--- src/rtl/ibex_lsu_resp_ctrl_pkg.sv ---
// Shared types for the LSU response controller: writeback instruction type, the per-instruction
// response descriptor, the head beat state and the byte-parity helper.
package ibex_lsu_resp_ctrl_pkg;

  typedef enum logic [1:0] {
    WB_INSTR_LOAD  = 2'b00,
    WB_INSTR_STORE = 2'b01,
    WB_INSTR_OTHER = 2'b10
  } wb_instr_type_e;

  typedef enum logic {
    LSU_BEAT_FIRST  = 1'b0,
    LSU_BEAT_SECOND = 1'b1
  } lsu_beat_e;

  typedef struct packed {
    wb_instr_type_e instr_type;
    logic [1:0]     size;
    logic           sign_ext;
    logic [1:0]     offset;
    logic           split;
  } lsu_resp_desc_t;

  // Even parity per byte: the parity bit makes the byte plus bit carry an even number of ones.
  function automatic logic [3:0] calc_byte_par(logic [31:0] data);
    logic [3:0] par;
    for (int i = 0; i < 4; i++) begin
      par[i] = ^data[8*i +: 8];
    end
    return par;
  endfunction

endpackage

--- src/rtl/ibex_lsu_rdata_align.sv ---
// Combinational load-data alignment: shifts the (possibly two-beat) raw data by the byte offset
// and zero/sign-extends the selected byte, halfword or word.
module ibex_lsu_rdata_align (
  input  logic [63:0] raw_i,
  input  logic [1:0]  offset_i,
  input  logic [1:0]  size_i,
  input  logic        sign_ext_i,
  output logic [31:0] data_o
);

  logic [63:0] shifted;

  assign shifted = raw_i >> {offset_i, 3'b000};

  // Select the access width and fill the upper bits.
  always_comb begin
    data_o = shifted[31:0];
    case (size_i)
      2'b00:   data_o = {{24{sign_ext_i & shifted[7]}}, shifted[7:0]};
      2'b01:   data_o = {{16{sign_ext_i & shifted[15]}}, shifted[15:0]};
      default: data_o = shifted[31:0];
    endcase
  end

endmodule

--- src/rtl/ibex_lsu_resp_ctrl.sv ---
// LSU response controller: in-order descriptor FIFO, two-beat merge FSM and writeback response.
// Optional byte-parity checking of load data is enabled by defining IBEX_LSU_RESP_PARITY_EN.
module ibex_lsu_resp_ctrl
  import ibex_lsu_resp_ctrl_pkg::*;
#(
  parameter int unsigned Depth    = 2,
  parameter bit          ResetAll = 1'b0
) (
  input  logic        clk_i,
  input  logic        rst_ni,
  input  logic        req_valid_i,
  output logic        req_ready_o,
  input  logic [1:0]  req_type_i,
  input  logic [1:0]  req_size_i,
  input  logic        req_sign_ext_i,
  input  logic [1:0]  req_offset_i,
  input  logic        req_split_i,
  input  logic        data_rvalid_i,
  input  logic [31:0] data_rdata_i,
  input  logic        data_err_i,
  input  logic [3:0]  data_rpar_i,
  output logic        lsu_resp_valid_o,
  output logic        lsu_resp_err_o,
  output logic        rf_we_lsu_o,
  output logic [31:0] rf_wdata_lsu_o,
  output logic [1:0]  outstanding_o,
  output logic        busy_o,
  output logic        spurious_resp_o
);

  localparam int unsigned PtrW = (Depth > 1) ? $clog2(Depth) : 1;
  localparam int unsigned CntW = $clog2(Depth + 1);

  lsu_resp_desc_t fifo_q [Depth];
  lsu_resp_desc_t req_desc;
  lsu_resp_desc_t head;

  logic [PtrW-1:0] wr_ptr_q, rd_ptr_q;
  logic [CntW-1:0] count_q;
  lsu_beat_e       beat_q, beat_d;
  logic [31:0]     hold_data_q;
  logic            hold_err_q;

  logic        empty, push, pop, beat_rvalid, hold_en, head_final;
  logic        par_err, beat_err;
  logic [63:0] raw_data;
  logic [31:0] aligned_data;

  assign req_desc = '{instr_type: wb_instr_type_e'(req_type_i), size: req_size_i,
                      sign_ext: req_sign_ext_i, offset: req_offset_i, split: req_split_i};

  assign empty       = (count_q == {CntW{1'b0}});
  assign req_ready_o = (count_q < CntW'(Depth));
  assign push        = req_valid_i & req_ready_o;
  assign head        = fifo_q[rd_ptr_q];
  assign beat_rvalid = data_rvalid_i & ~empty;
  assign head_final  = (beat_q == LSU_BEAT_SECOND) | ~head.split;
  assign pop         = beat_rvalid & head_final;
  assign hold_en     = beat_rvalid & (beat_q == LSU_BEAT_FIRST) & head.split;

`ifdef IBEX_LSU_RESP_PARITY_EN
  assign par_err = (head.instr_type == WB_INSTR_LOAD) &
                   (calc_byte_par(data_rdata_i) != data_rpar_i);
`else
  logic unused_rpar;
  assign unused_rpar = ^data_rpar_i;
  assign par_err     = 1'b0;
`endif

  assign beat_err = data_err_i | par_err;

  // Pointer, occupancy and held-error state.
  always_ff @(posedge clk_i or negedge rst_ni) begin
    if (!rst_ni) begin
      wr_ptr_q   <= {PtrW{1'b0}};
      rd_ptr_q   <= {PtrW{1'b0}};
      count_q    <= {CntW{1'b0}};
      hold_err_q <= 1'b0;
    end else begin
      if (push) begin
        wr_ptr_q <= (wr_ptr_q == PtrW'(Depth - 1)) ? {PtrW{1'b0}} : wr_ptr_q + PtrW'(1);
      end
      if (pop) begin
        rd_ptr_q <= (rd_ptr_q == PtrW'(Depth - 1)) ? {PtrW{1'b0}} : rd_ptr_q + PtrW'(1);
      end
      case ({push, pop})
        2'b10:   count_q <= count_q + CntW'(1);
        2'b01:   count_q <= count_q - CntW'(1);
        default: count_q <= count_q;
      endcase
      if (hold_en) begin
        hold_err_q <= beat_err;
      end
    end
  end

  // Descriptor and first-beat data storage only reset when ResetAll is set.
  if (ResetAll) begin : g_store_rst
    always_ff @(posedge clk_i or negedge rst_ni) begin
      if (!rst_ni) begin
        for (int i = 0; i < int'(Depth); i++) begin
          fifo_q[i] <= '0;
        end
        hold_data_q <= 32'h0000_0000;
      end else begin
        if (push) begin
          fifo_q[wr_ptr_q] <= req_desc;
        end
        if (hold_en) begin
          hold_data_q <= data_rdata_i;
        end
      end
    end
  end else begin : g_store_norst
    always_ff @(posedge clk_i) begin
      if (push) begin
        fifo_q[wr_ptr_q] <= req_desc;
      end
      if (hold_en) begin
        hold_data_q <= data_rdata_i;
      end
    end
  end

  // Head beat state register.
  always_ff @(posedge clk_i or negedge rst_ni) begin
    if (!rst_ni) begin
      beat_q <= LSU_BEAT_FIRST;
    end else begin
      beat_q <= beat_d;
    end
  end

  // Head beat next-state logic.
  always_comb begin
    beat_d = beat_q;
    case (beat_q)
      LSU_BEAT_FIRST: begin
        if (beat_rvalid & head.split) begin
          beat_d = LSU_BEAT_SECOND;
        end else begin
          beat_d = LSU_BEAT_FIRST;
        end
      end
      LSU_BEAT_SECOND: begin
        if (beat_rvalid) begin
          beat_d = LSU_BEAT_FIRST;
        end else begin
          beat_d = LSU_BEAT_SECOND;
        end
      end
      default: beat_d = LSU_BEAT_FIRST;
    endcase
  end

  assign raw_data = (beat_q == LSU_BEAT_SECOND) ? {data_rdata_i, hold_data_q}
                                                : {32'h0000_0000, data_rdata_i};

  ibex_lsu_rdata_align u_rdata_align (
    .raw_i      (raw_data),
    .offset_i   (head.offset),
    .size_i     (head.size),
    .sign_ext_i (head.sign_ext),
    .data_o     (aligned_data)
  );

  assign lsu_resp_valid_o = pop;
  assign lsu_resp_err_o   = pop & (beat_err | ((beat_q == LSU_BEAT_SECOND) & hold_err_q));
  assign rf_we_lsu_o      = lsu_resp_valid_o & (head.instr_type == WB_INSTR_LOAD) & ~lsu_resp_err_o;
  assign rf_wdata_lsu_o   = rf_we_lsu_o ? aligned_data : 32'h0000_0000;
  assign busy_o           = ~empty;
  assign spurious_resp_o  = data_rvalid_i & empty;

  // Beats still expected for the head instruction.
  always_comb begin
    outstanding_o = 2'd0;
    if (empty) begin
      outstanding_o = 2'd0;
    end else if (head.split & (beat_q == LSU_BEAT_FIRST)) begin
      outstanding_o = 2'd2;
    end else begin
      outstanding_o = 2'd1;
    end
  end

endmodule
--- config.mk ---
export PLATFORM = sky130hd
export DESIGN_NAME = ibex_lsu_resp_ctrl
export DESIGN_NICKNAME = d
export VERILOG_FILES = /design/src/rtl/ibex_lsu_resp_ctrl_pkg.sv /design/src/rtl/ibex_lsu_rdata_align.sv /design/src/rtl/ibex_lsu_resp_ctrl.sv
export SDC_FILE = /design/constraint.sdc
export NUM_CORES = 1
export LEC_CHECK = 0
export BUFFER_PORTS_ARGS = -buffer_cell sky130_fd_sc_hd__buf_4
export CAP_MARGIN = 15
export CORE_MARGIN = 3
export CORE_UTILIZATION = 45
export DETAILED_ROUTE_END_ITERATION = 7
export PLACE_DENSITY = 0.7
export SLEW_MARGIN = 20
export SYNTH_ARGS = -nofsm -noshare
export SYNTH_HDL_FRONTEND = slang
export SYNTH_SLANG_ARGS = --single-unit
--- constraint.sdc ---
create_clock -name clk_i -period 4.2 [get_ports clk_i]
set_input_delay 0.63 -clock clk_i [delete_from_list [all_inputs] [get_ports clk_i]]
set_output_delay 0.63 -clock clk_i [all_outputs]
set_load 0.1 [all_outputs]
---- Word level (Yosys, flattened, before mapping) ----
Memory sizes are Yosys's and may differ from the RTL's.
Index checks and enable logic that the tools add are counted.
cells by class
  multiplexer cells ....................... 13
  shift-type cells ........................ 1
  equality and inequality tests ........... 3
  bitwise operators ....................... 20
  $add $sub $neg .......................... 4
  reduce and logical (&&, ||, !) cells .... 4
  magnitude comparators ................... 1
operator list
  operator                                            count
  two-way mux 64 bit                                  1
  one-hot mux 32 bit (2 select lines)                 1
  right shift 64 x 5 -> 32 bit                        1
  two-way mux 32 bit                                  1
  bitwise AND 1 bit                                   14
  zero test 2 bit                                     3
  two-way mux 1 bit                                   6
  == test 2 x 1 -> 1 bit (second input constant)      2
  two-way mux 2 bit                                   2
  inverter 1 bit                                      4
  one-hot mux 2 bit (2 select lines)                  1
  adder 1 bit (second input constant)                 2
  adder 2 x 1 -> 2 bit (second input constant)        1
  == test 2 bit (second input constant)               1
  less-than comparator 2 bit (second input constant)  1
  bitwise OR 1 bit                                    2
  one-hot mux 1 bit (2 select lines)                  1
  nonzero test 2 bit                                  1
  subtractor 2 x 1 -> 2 bit (second input constant)   1
word-level totals
  memory bits (writable) .................. 16
  register bits ........................... 38
  input port bits ......................... 49
  memories ................................ 1
  output and inout bits ................... 40
memory list
  memory  words  width  read ports  clocked after Yosys merged registers in  wr ports  RTL line                  RTL
  fifo_q  2      8      1           0                                        1         ibex_lsu_resp_ctrl.sv:34  lsu_resp_desc_t fifo_q [Depth];

---- Depth between registers and ports, before layout ----
Gate-level depths: netlist of the first run.
  depth in word-level cells ............... 8
  depth in mapped cells ................... 9
  mapped depth without buffers ............ 7

---- By module ----
Synthesis of the first run repeated with hierarchy kept, for this count alone.
unflattened totals
  cell total of the unflattened synthesis .. 338
  area, all modules ....................... 3966.3 sq um
modules (own cells, without submodules)
  module                area an instance (sq um)  sequential area each (sq um)  times used  cells each
  ibex_lsu_resp_ctrl    2862.7                    1591.5                        1           238
  ibex_lsu_rdata_align  1103.6                    0.0                           1           100

---- Worst setup path after synthesis of the first run ----
No wires, ideal clock.
  path type ............................... reg-to-output
  start point ............................. reg rd_ptr_q
  end point ............................... out rf_wdata_lsu_o[11]
  setup slack ............................. 401 ps
  arrival ................................. 3169 ps
  cell stages (with the launch flop) ...... 7
  buffers on the path ..................... 2
  path through ............................ dfrtp_1 -> buf_4 -> mux2_2 -> buf_2 -> mux4_2 -> nand2_1 -> a31oi_1
on the way
  cells in the longest elaborated chain, start to end .. 8
  elaborated cells on any way between the ends .. 15
  those cells by class .................... eq/ne (1); shift (1); mux (2); bitwise (8); reduce/logical (2); memory (1)
ends and longest elaborated chain
  element                                                               RTL line                   RTL
  start: declaration                                                    ibex_lsu_resp_ctrl.sv:38   logic [PtrW-1:0] wr_ptr_q, rd_ptr_q;
  start signal: assignment                                              ibex_lsu_resp_ctrl.sv:76   rd_ptr_q <= {PtrW{1'b0}};
  start signal: assignment                                              ibex_lsu_resp_ctrl.sv:84   rd_ptr_q <= (rd_ptr_q == PtrW'(Depth - 1)) ? {PtrW{1'b0}} : rd_ptr_q + PtrW'(1);
  memory read (2 x 8 bit) (*)                                           -
  branches (longest 6 deep; another with right shift 64 x 5 -> 32 bit)  -
  two-way mux 32 bit (*)                                                ibex_lsu_resp_ctrl.sv:170  assign rf_wdata_lsu_o = rf_we_lsu_o ? aligned_data : 32'h0000_0000;
  end: declaration                                                      ibex_lsu_resp_ctrl.sv:25   output logic [31:0] rf_wdata_lsu_o,
Mark *: on every way between the ends.

---- Worst setup path after layout of the first run ----
  start point ............................. reg rd_ptr_q
  end point ............................... out rf_wdata_lsu_o[24]
on the way
  cells in the longest elaborated chain, start to end .. 8
  elaborated cells on any way between the ends .. 16
  those cells by class .................... eq/ne (1); shift (1); mux (2); bitwise (9); reduce/logical (2); memory (1)
ends and longest elaborated chain
  element                                                               RTL line
  memory read (2 x 8 bit) (*)                                           -
  branches (longest 6 deep; another with right shift 64 x 5 -> 32 bit)  -
  two-way mux 32 bit (*)                                                ibex_lsu_resp_ctrl.sv:170
Marked as above.

==> results.json, run 1 <==
{
  "status": "finished clean",
  "met2_usage_pct": 33.53,
  "regToRegSetupSlack_ns": 2.03,
  "htree_levels": 2,
  "postCtsSetupBuffers": 0,
  "cpLargestDelayFamily": "compound AO/OA/AOI/OAI gates",
  "p_sw_mw": 1.271,
  "startpoint": "rd_ptr_q",
  "cts_buffers": 5,
  "synth_fp_nets": 369,
  "clock-sinks": 54,
  "tns_ns": 0,
  "cpPeakStageDelay_ns": 0.77,
  "switching_share_pct": 47.75,
  "layout_min_cycle_time_ns": 3.805,
  "gr-usage-all-layers_pct": 20.39,
  "cp_max_fo": 24,
  "gp_congestion": 0.8324,
  "core_um2": 7331,
  "cts_tree": "built",
  "die_x_um": 93.19,
  "postCtsHoldBufs": 0,
  "endpoint_kind": "output port",
  "first_global_vias": 2788,
  "cp_slowest_cell": "dfrtp_1",
  "drv_cap": 0,
  "fp-row-count": 31,
  "drt_wl_total_um": 8411,
  "fin_crit_sh_pct": 90.60,
  "maxSlewViolCount": 0,
  "reg2regPathDepth": 6,
  "nets": 443,
  "worst_pin_slew_ns": 0.8010,
  "hold_viol": 0,
  "finClkSkew_ns": 0.009603,
  "final_common_cell": "buf_4",
  "met3_usage_pct": 3.540,
  "top_usage_layer": "met2",
  "synthArstFlopShare_pct": 11.11,
  "ys_warn_count": 0,
  "cp_num_buf_inv": 1,
  "grt_overflow_total": 0,
  "arrival_ns": 3.18,
  "layout_common_cells": "buf_4 (91), nand2_1 (66), edfxtp_1 (48)",
  "required_ns": 3.57,
  "yosys.area.top_type": "edfxtp_1",
  "ys_types": 36,
  "setup_ws_ns": 0.3949,
  "startpoint_type": "register",
  "synth-seq-area-share_pct": 46.53,
  "fmax_mhz": 262.8,
  "hold_path_class": "primary input to async pin",
  "ys.flop_type": "edfxtp_1",
  "power_density_nw_per_um2": 631.4,
  "finalNonFillerCells": 493,
  "use_met1_pct": 27.93,
  "vdd_drop_max_v": 0.0006160,
  "clockRootBuffer": "clkbuf_8",
  "p_comb_share_pct": 57.4,
  "ctsResizeCount": 0,
  "p_leak_nw": 1.630,
  "drive_gt1_share_pct": 34.01,
  "clk_pin_slew_ns": 0.11,
  "antenna_found_initial": 0,
  "drc": 0,
  "io-pin-count": 89,
  "worstReg2RegStart": "rd_ptr_q",
  "netlist_area_um2": 3421,
  "antenna_left": 0,
  "area_growth_pct": 23.23,
  "fp.dieH_um": 93.19,
  "syn_area_per_cell_um2": 10.72,
  "critPathCapture": "rf_wdata_lsu_o[24]",
  "dr.pass1.iters": 5,
  "io_buffers": 84,
  "clkPwrFrac_pct": 11.7,
  "routedWlPerCell_um": 17.06,
  "synthCells": 319,
  "p_seq_share_pct": 30.9,
  "routed_via_density": 5.826,
  "crit_chain": "mux2_2, o211ai_1, o22a_1, a31o_4, nor2_1, buf_4",
  "ys_ff_latch": 54,
  "ys_top_cells_by_area": "edfxtp_1 (42%), mux4_2 (14%), nand2_1 (7.2%)",
  "die_area_um2": 8683,
  "dpl.hpwl_um": 6026,
  "grt_max_degree": 40,
  "crit_type": "register to output port",
  "grt_pass1_wl_um": 13820,
  "netlist.area_leader.share_pct": 42.14,
  "setup_violations": 0,
  "n_antenna_cell": 0,
  "reg2reg_to": "count_q[1]",
  "synth_edf_count": 48,
  "place_ws_ns": 0.7028,
  "drt_iter0_drc": 153,
  "dp_cells": 485,
  "start_util_pct": 46.66,
  "cp_num_cells": 6,
  "timing.hold.ws_ns": 0.09242,
  "maxSlewHeadroom_pct": 45.07,
  "vias": 2872,
  "clk-insertion-delay-late_ns": 0.32,
  "clockBufferDepth": 2,
  "intPower_mw": 1.391,
  "rsz0062_at_grt": "false"
}
## worst min-delay path by stage
stage / from / end / slack, ns / depth (start not counted)
floorplan: rst_ni / beat_q / 0.33 / 0
global placement: rst_ni / wr_ptr_q / 0.44 / 1
detailed placement: rst_ni / wr_ptr_q / 0.44 / 1
CTS: rst_ni / count_q[1] / 0.08 / 1
global route: rst_ni / wr_ptr_q / 0.08 / 1
finish: rst_ni / wr_ptr_q / 0.09 / 1
## per-stage QoR
step	instance area, µm²	util (%)	total power [mW]
2_1_floorplan	3421	-	2.052
3_3_place_gp	4120	56.20	2.333
3_5_place_dp	4120	56.20	2.363
4_1_cts	4215	57.50	2.677
5_1_grt	4215	57.50	2.826
6_report	4215	57.50	2.661
## cell families (layout without fill, tap and decap cells)
group,after synthesis,after routing,share of synthesized area (%)
mux,37,37,19.60
fa+ha+maj,1,1,0.3657
simple gates,137,137,17.37
xor+xnor,5,5,1.280
flops,54,54,46.53
buf+inv,28,103,4.133
compound gates,57,57,10.72
## routing by layer
metal | wire length (µm) | up-vias
li1 | - | 1336
met5 | 0 | -
met2 | 4234 | 126
met3 | 566 | 5
met4 | 86 | 0
met1 | 3524 | 1405
## flip-flops by register name, summed over array words and instances, names as in the netlist
signal       cells
wr_ptr_q         1
count_q          2
fifo_q          16
hold_err_q       1
beat_q           1
hold_data_q     32
rd_ptr_q         1
## cells in the mapped netlist (all sizes together) (2+ instances only)
library cell  count
edfxtp           48
dfrtp             6
nand3            22
nor3b             2
buf              15
o211ai            2
mux4             22
mux2i             8
inv               4
o21a              2
a21oi            24
a31oi             7
mux2              7
clkbuf            9
nand3b            7
nor3              5
nand2            66
nor2             30
nand2b            2
o21ai             2
a211oi           15
xnor2             5
## power groups by stage
stage                     Combinational [mW]  Clock (mW)  Sequential, mW
after floorplan                         1.28           0           0.770
after global placement                  1.51           0           0.827
after detailed placement                1.53           0           0.834
after CTS                               1.53       0.321           0.822
after global routing                    1.65       0.338           0.842
final                                   1.53       0.311           0.822
## worst register-to-register path, delay by kind of cell, from the launching register on
kind	cells	cell delay [ns]
AO/OA/AOI/OAI	1	0.34
flip-flops	1	0.77
adder cells (fa/ha/maj)	1	0.34
buffers and inverters	1	0.11
AND/OR/NAND/NOR	1	0.14
multiplexers	1	0.28
XOR/XNOR	1	0.12
## layout make-up
cell class | count | area [µm²]
flip-flops and latches | 54 | 1593
inverters | 4 | 15.01
repair buffers | 91 | 683.2
fillers | 613 | 3115
well taps | 99 | 123.9
multi-input cells | 237 | 1705
clock inverters | 3 | 26.28
clock buffers | 5 | 68.82
No activity file was read; power rests on OpenSTA's default activity.
==> inputs of run 2 (changes only) <==
--- a/config.mk
+++ b/config.mk
@@ -5,12 +5,14 @@
 export SDC_FILE = /design/constraint.sdc
 export NUM_CORES = 1
 export LEC_CHECK = 0
+export ABC_AREA = 1
 export BUFFER_PORTS_ARGS = -buffer_cell sky130_fd_sc_hd__buf_4
 export CAP_MARGIN = 15
 export CORE_MARGIN = 3
 export CORE_UTILIZATION = 45
 export DETAILED_ROUTE_END_ITERATION = 7
-export PLACE_DENSITY = 0.7
+export GPL_TIMING_DRIVEN = 0
+export PLACE_DENSITY = 0.68
 export SLEW_MARGIN = 20
 export SYNTH_ARGS = -nofsm -noshare
 export SYNTH_HDL_FRONTEND = slang
==> constraint.sdc (replaced) <==
create_clock -name clk_i -period 4.64 [get_ports clk_i]
set_input_delay 0.696 -clock clk_i [delete_from_list [all_inputs] [get_ports clk_i]]
set_output_delay 0.696 -clock clk_i [all_outputs]
set_load 0.1 [all_outputs]
==> run 2 against run 1 <==
Against the previous run:
- via count up 41%
- synthesized cell count up 82%
- clock skew is 0.00089 ns higher
- highest routed layer unchanged
- critical path type unchanged
- synthesized area increased by 14%
- worst hold slack better by 0.068 ns
- critical endpoint is now rf_wdata_lsu_o[1]
- largest cell class unchanged
- routed wire length rose by 42%
==> results.json, run 2 <==
{
  "clockRootBuffer": "clkbuf_8",
  "layout_min_cycle_time_ns": 3.180,
  "maxSlewHeadroom_pct": 50.29,
  "routed_via_density": 5.211,
  "synth_edf_count": 48,
  "required_ns": 3.94,
  "io_buffers": 84,
  "antenna_found_initial": 0,
  "antenna_left": 0,
  "power_density_nw_per_um2": 640.5,
  "ys_types": 26,
  "clk-insertion-delay-late_ns": 0.32,
  "nets": 723,
  "multiInputGateArea_um2": 1848,
  "drt_iter0_drc": 228,
  "ys_ff_latch": 54,
  "yosysMostFrequentCell": "nand2_1",
  "clock-sinks": 54,
  "layout_common_cells": "nand2_1 (253), buf_4 (86), inv_1 (61)",
  "vdd_drop_max_v": 0.0006514,
  "cp_max_fo": 10,
  "fin_crit_sh_pct": 68.54,
  "htree_levels": 2,
  "routedWlPerCell_um": 15.35,
  "start_util_pct": 46.86,
  "grt_max_degree": 33,
  "finalNonFillerCells": 779,
  "syn_area_per_cell_um2": 6.716,
  "ys.flop_type": "edfxtp_1",
  "synth_fp_nets": 632,
  "netlist_area_um2": 3909,
  "dr.pass1.iters": 5,
  "synthArstFlopShare_pct": 11.11,
  "fp-row-count": 33,
  "worstReg2RegStart": "rd_ptr_q",
  "drv_cap": 0,
  "drc": 0,
  "clockBufferDepth": 2,
  "die_x_um": 99.20,
  "dp_cells": 771,
  "synth_commonest_cells": "nand2_1 (253), inv_1 (62), nand3_1 (50), edfxtp_1 (48), nor2_1 (48)",
  "cts_buffers": 5,
  "nFillCells": 837,
  "finClkSkew_ns": 0.01049,
  "vias": 4059,
  "final_common_cell": "nand2_1",
  "endpoint_kind": "output port",
  "largest-register": "hold_data_q",
  "grt_pass1_wl_um": 19350,
  "area_growth_pct": 21.93,
  "hold_path_class": "primary input to async pin",
  "setup_ws_ns": 1.460,
  "ys_top_cells_by_area": "edfxtp_1 (37%), nand2_1 (24%), nand3_1 (6.4%)",
  "drt_wl_total_um": 11960,
  "startpoint": "rd_ptr_q",
  "placed_cell_area_um2": 4671,
  "dpl.hpwl_um": 9168,
  "startpoint_type": "register",
  "status": "finished clean",
  "design_area_um2": 4766,
  "fmax_mhz": 314.4,
  "n_antenna_cell": 0,
  "register_area_um2": 1592,
  "place_ws_ns": 1.806,
  "arrival_ns": 2.48,
  "crit_type": "register to output port",
  "ys_warn_count": 0,
  "first_global_vias": 4131,
  "maxSlewViolCount": 0,
  "grt_overflow_total": 0,
  "core_um2": 8341,
  "gr-usage-all-layers_pct": 24.59,
  "power_mw": 3.053,
  "clk_pin_slew_ns": 0.11,
  "worst_pin_slew_ns": 0.7446,
  "netlist.area_leader.share_pct": 36.88,
  "die_area_um2": 9841,
  "hold_viol": 0,
  "p_leak_nw": 2.570,
  "rsz0062_at_grt": "false",
  "yosys.area.top_type": "edfxtp_1",
  "reg.largest.list": "hold_data_q: 32 flops, fifo_q: 16 flops, count_q: 2 flops",
  "cts_tree": "built",
  "setup_violations": 0,
  "gp_congestion": 0.9355,
  "postCtsHoldBufs": 0,
  "io-pin-count": 89,
  "largest_reg_flops": 32,
  "drive_gt1_share_pct": 22.40,
  "fp.dieH_um": 99.20,
  "ctsResizeCount": 0,
  "postCtsSetupBuffers": 0,
  "synthCells": 582,
  "tns_ns": 0,
  "synth-seq-area-share_pct": 40.72
}
run 2: final cells by class:
cell class	count	area share, %
multi-input cells	423	38.78
flip-flops and latches	54	33.39
repair buffers	84	13.23
inverters	75	5.907
plain buffers	30	3.938
well taps	105	2.757
clock buffers	7	1.811
clock inverters	1	0.1838
run 2: logic make-up after synthesis:
group	Yosys count	synth area share (%)
compound gates	47	6.754
flops	54	40.72
simple gates	371	39.31
fa+ha+maj	1	0.3201
buf+inv	105	12.00
xor+xnor	4	0.8965
run 2: per-stage QoR:
stage               hold slack [ns]  util [%]
finish                       0.1604     57.14
floorplan                    0.4004         -
global placement             0.4698     56.00
CTS                          0.1663     57.14
detailed placement           0.4930     56.00
global route                 0.1605     57.14
run 2: critical path: stages (launching register included):
cell      delay (ns)
dfrtp_1         0.45
buf_6           0.17
o21ai_2         0.30
clkbuf_1        0.52
o211ai_1        0.18
a21oi_1         0.21
buf_4           0.33
run 2: final timing paths:
path,slack (ns),end,depth (start not counted)
min in group clk_i,0.52,hold_err_q,2
worst max-delay path,1.46,rf_wdata_lsu_o[1],6
worst max register to register,2.56,hold_data_q[18],7
worst min-delay path,0.16,rd_ptr_q,1
worst min register to register,0.52,hold_err_q,2
max in group asynchronous,4.36,hold_err_q,1
run 2: power by group:
part           switching [mW]  internal [mW]  total, mW
Sequential             0.0423          0.651      0.693
Combinational            1.49          0.575       2.07
Clock                   0.169          0.124      0.294
run 2: per-layer routing:
layer	share of wire [%]	GRT usage, %	vias to the layer above
li1	-	-	1988
met1	41	30.37	1881
met4	2.9	9.664	0
met2	49	43.29	162
met3	6.3	3.436	28
met5	0	0	-
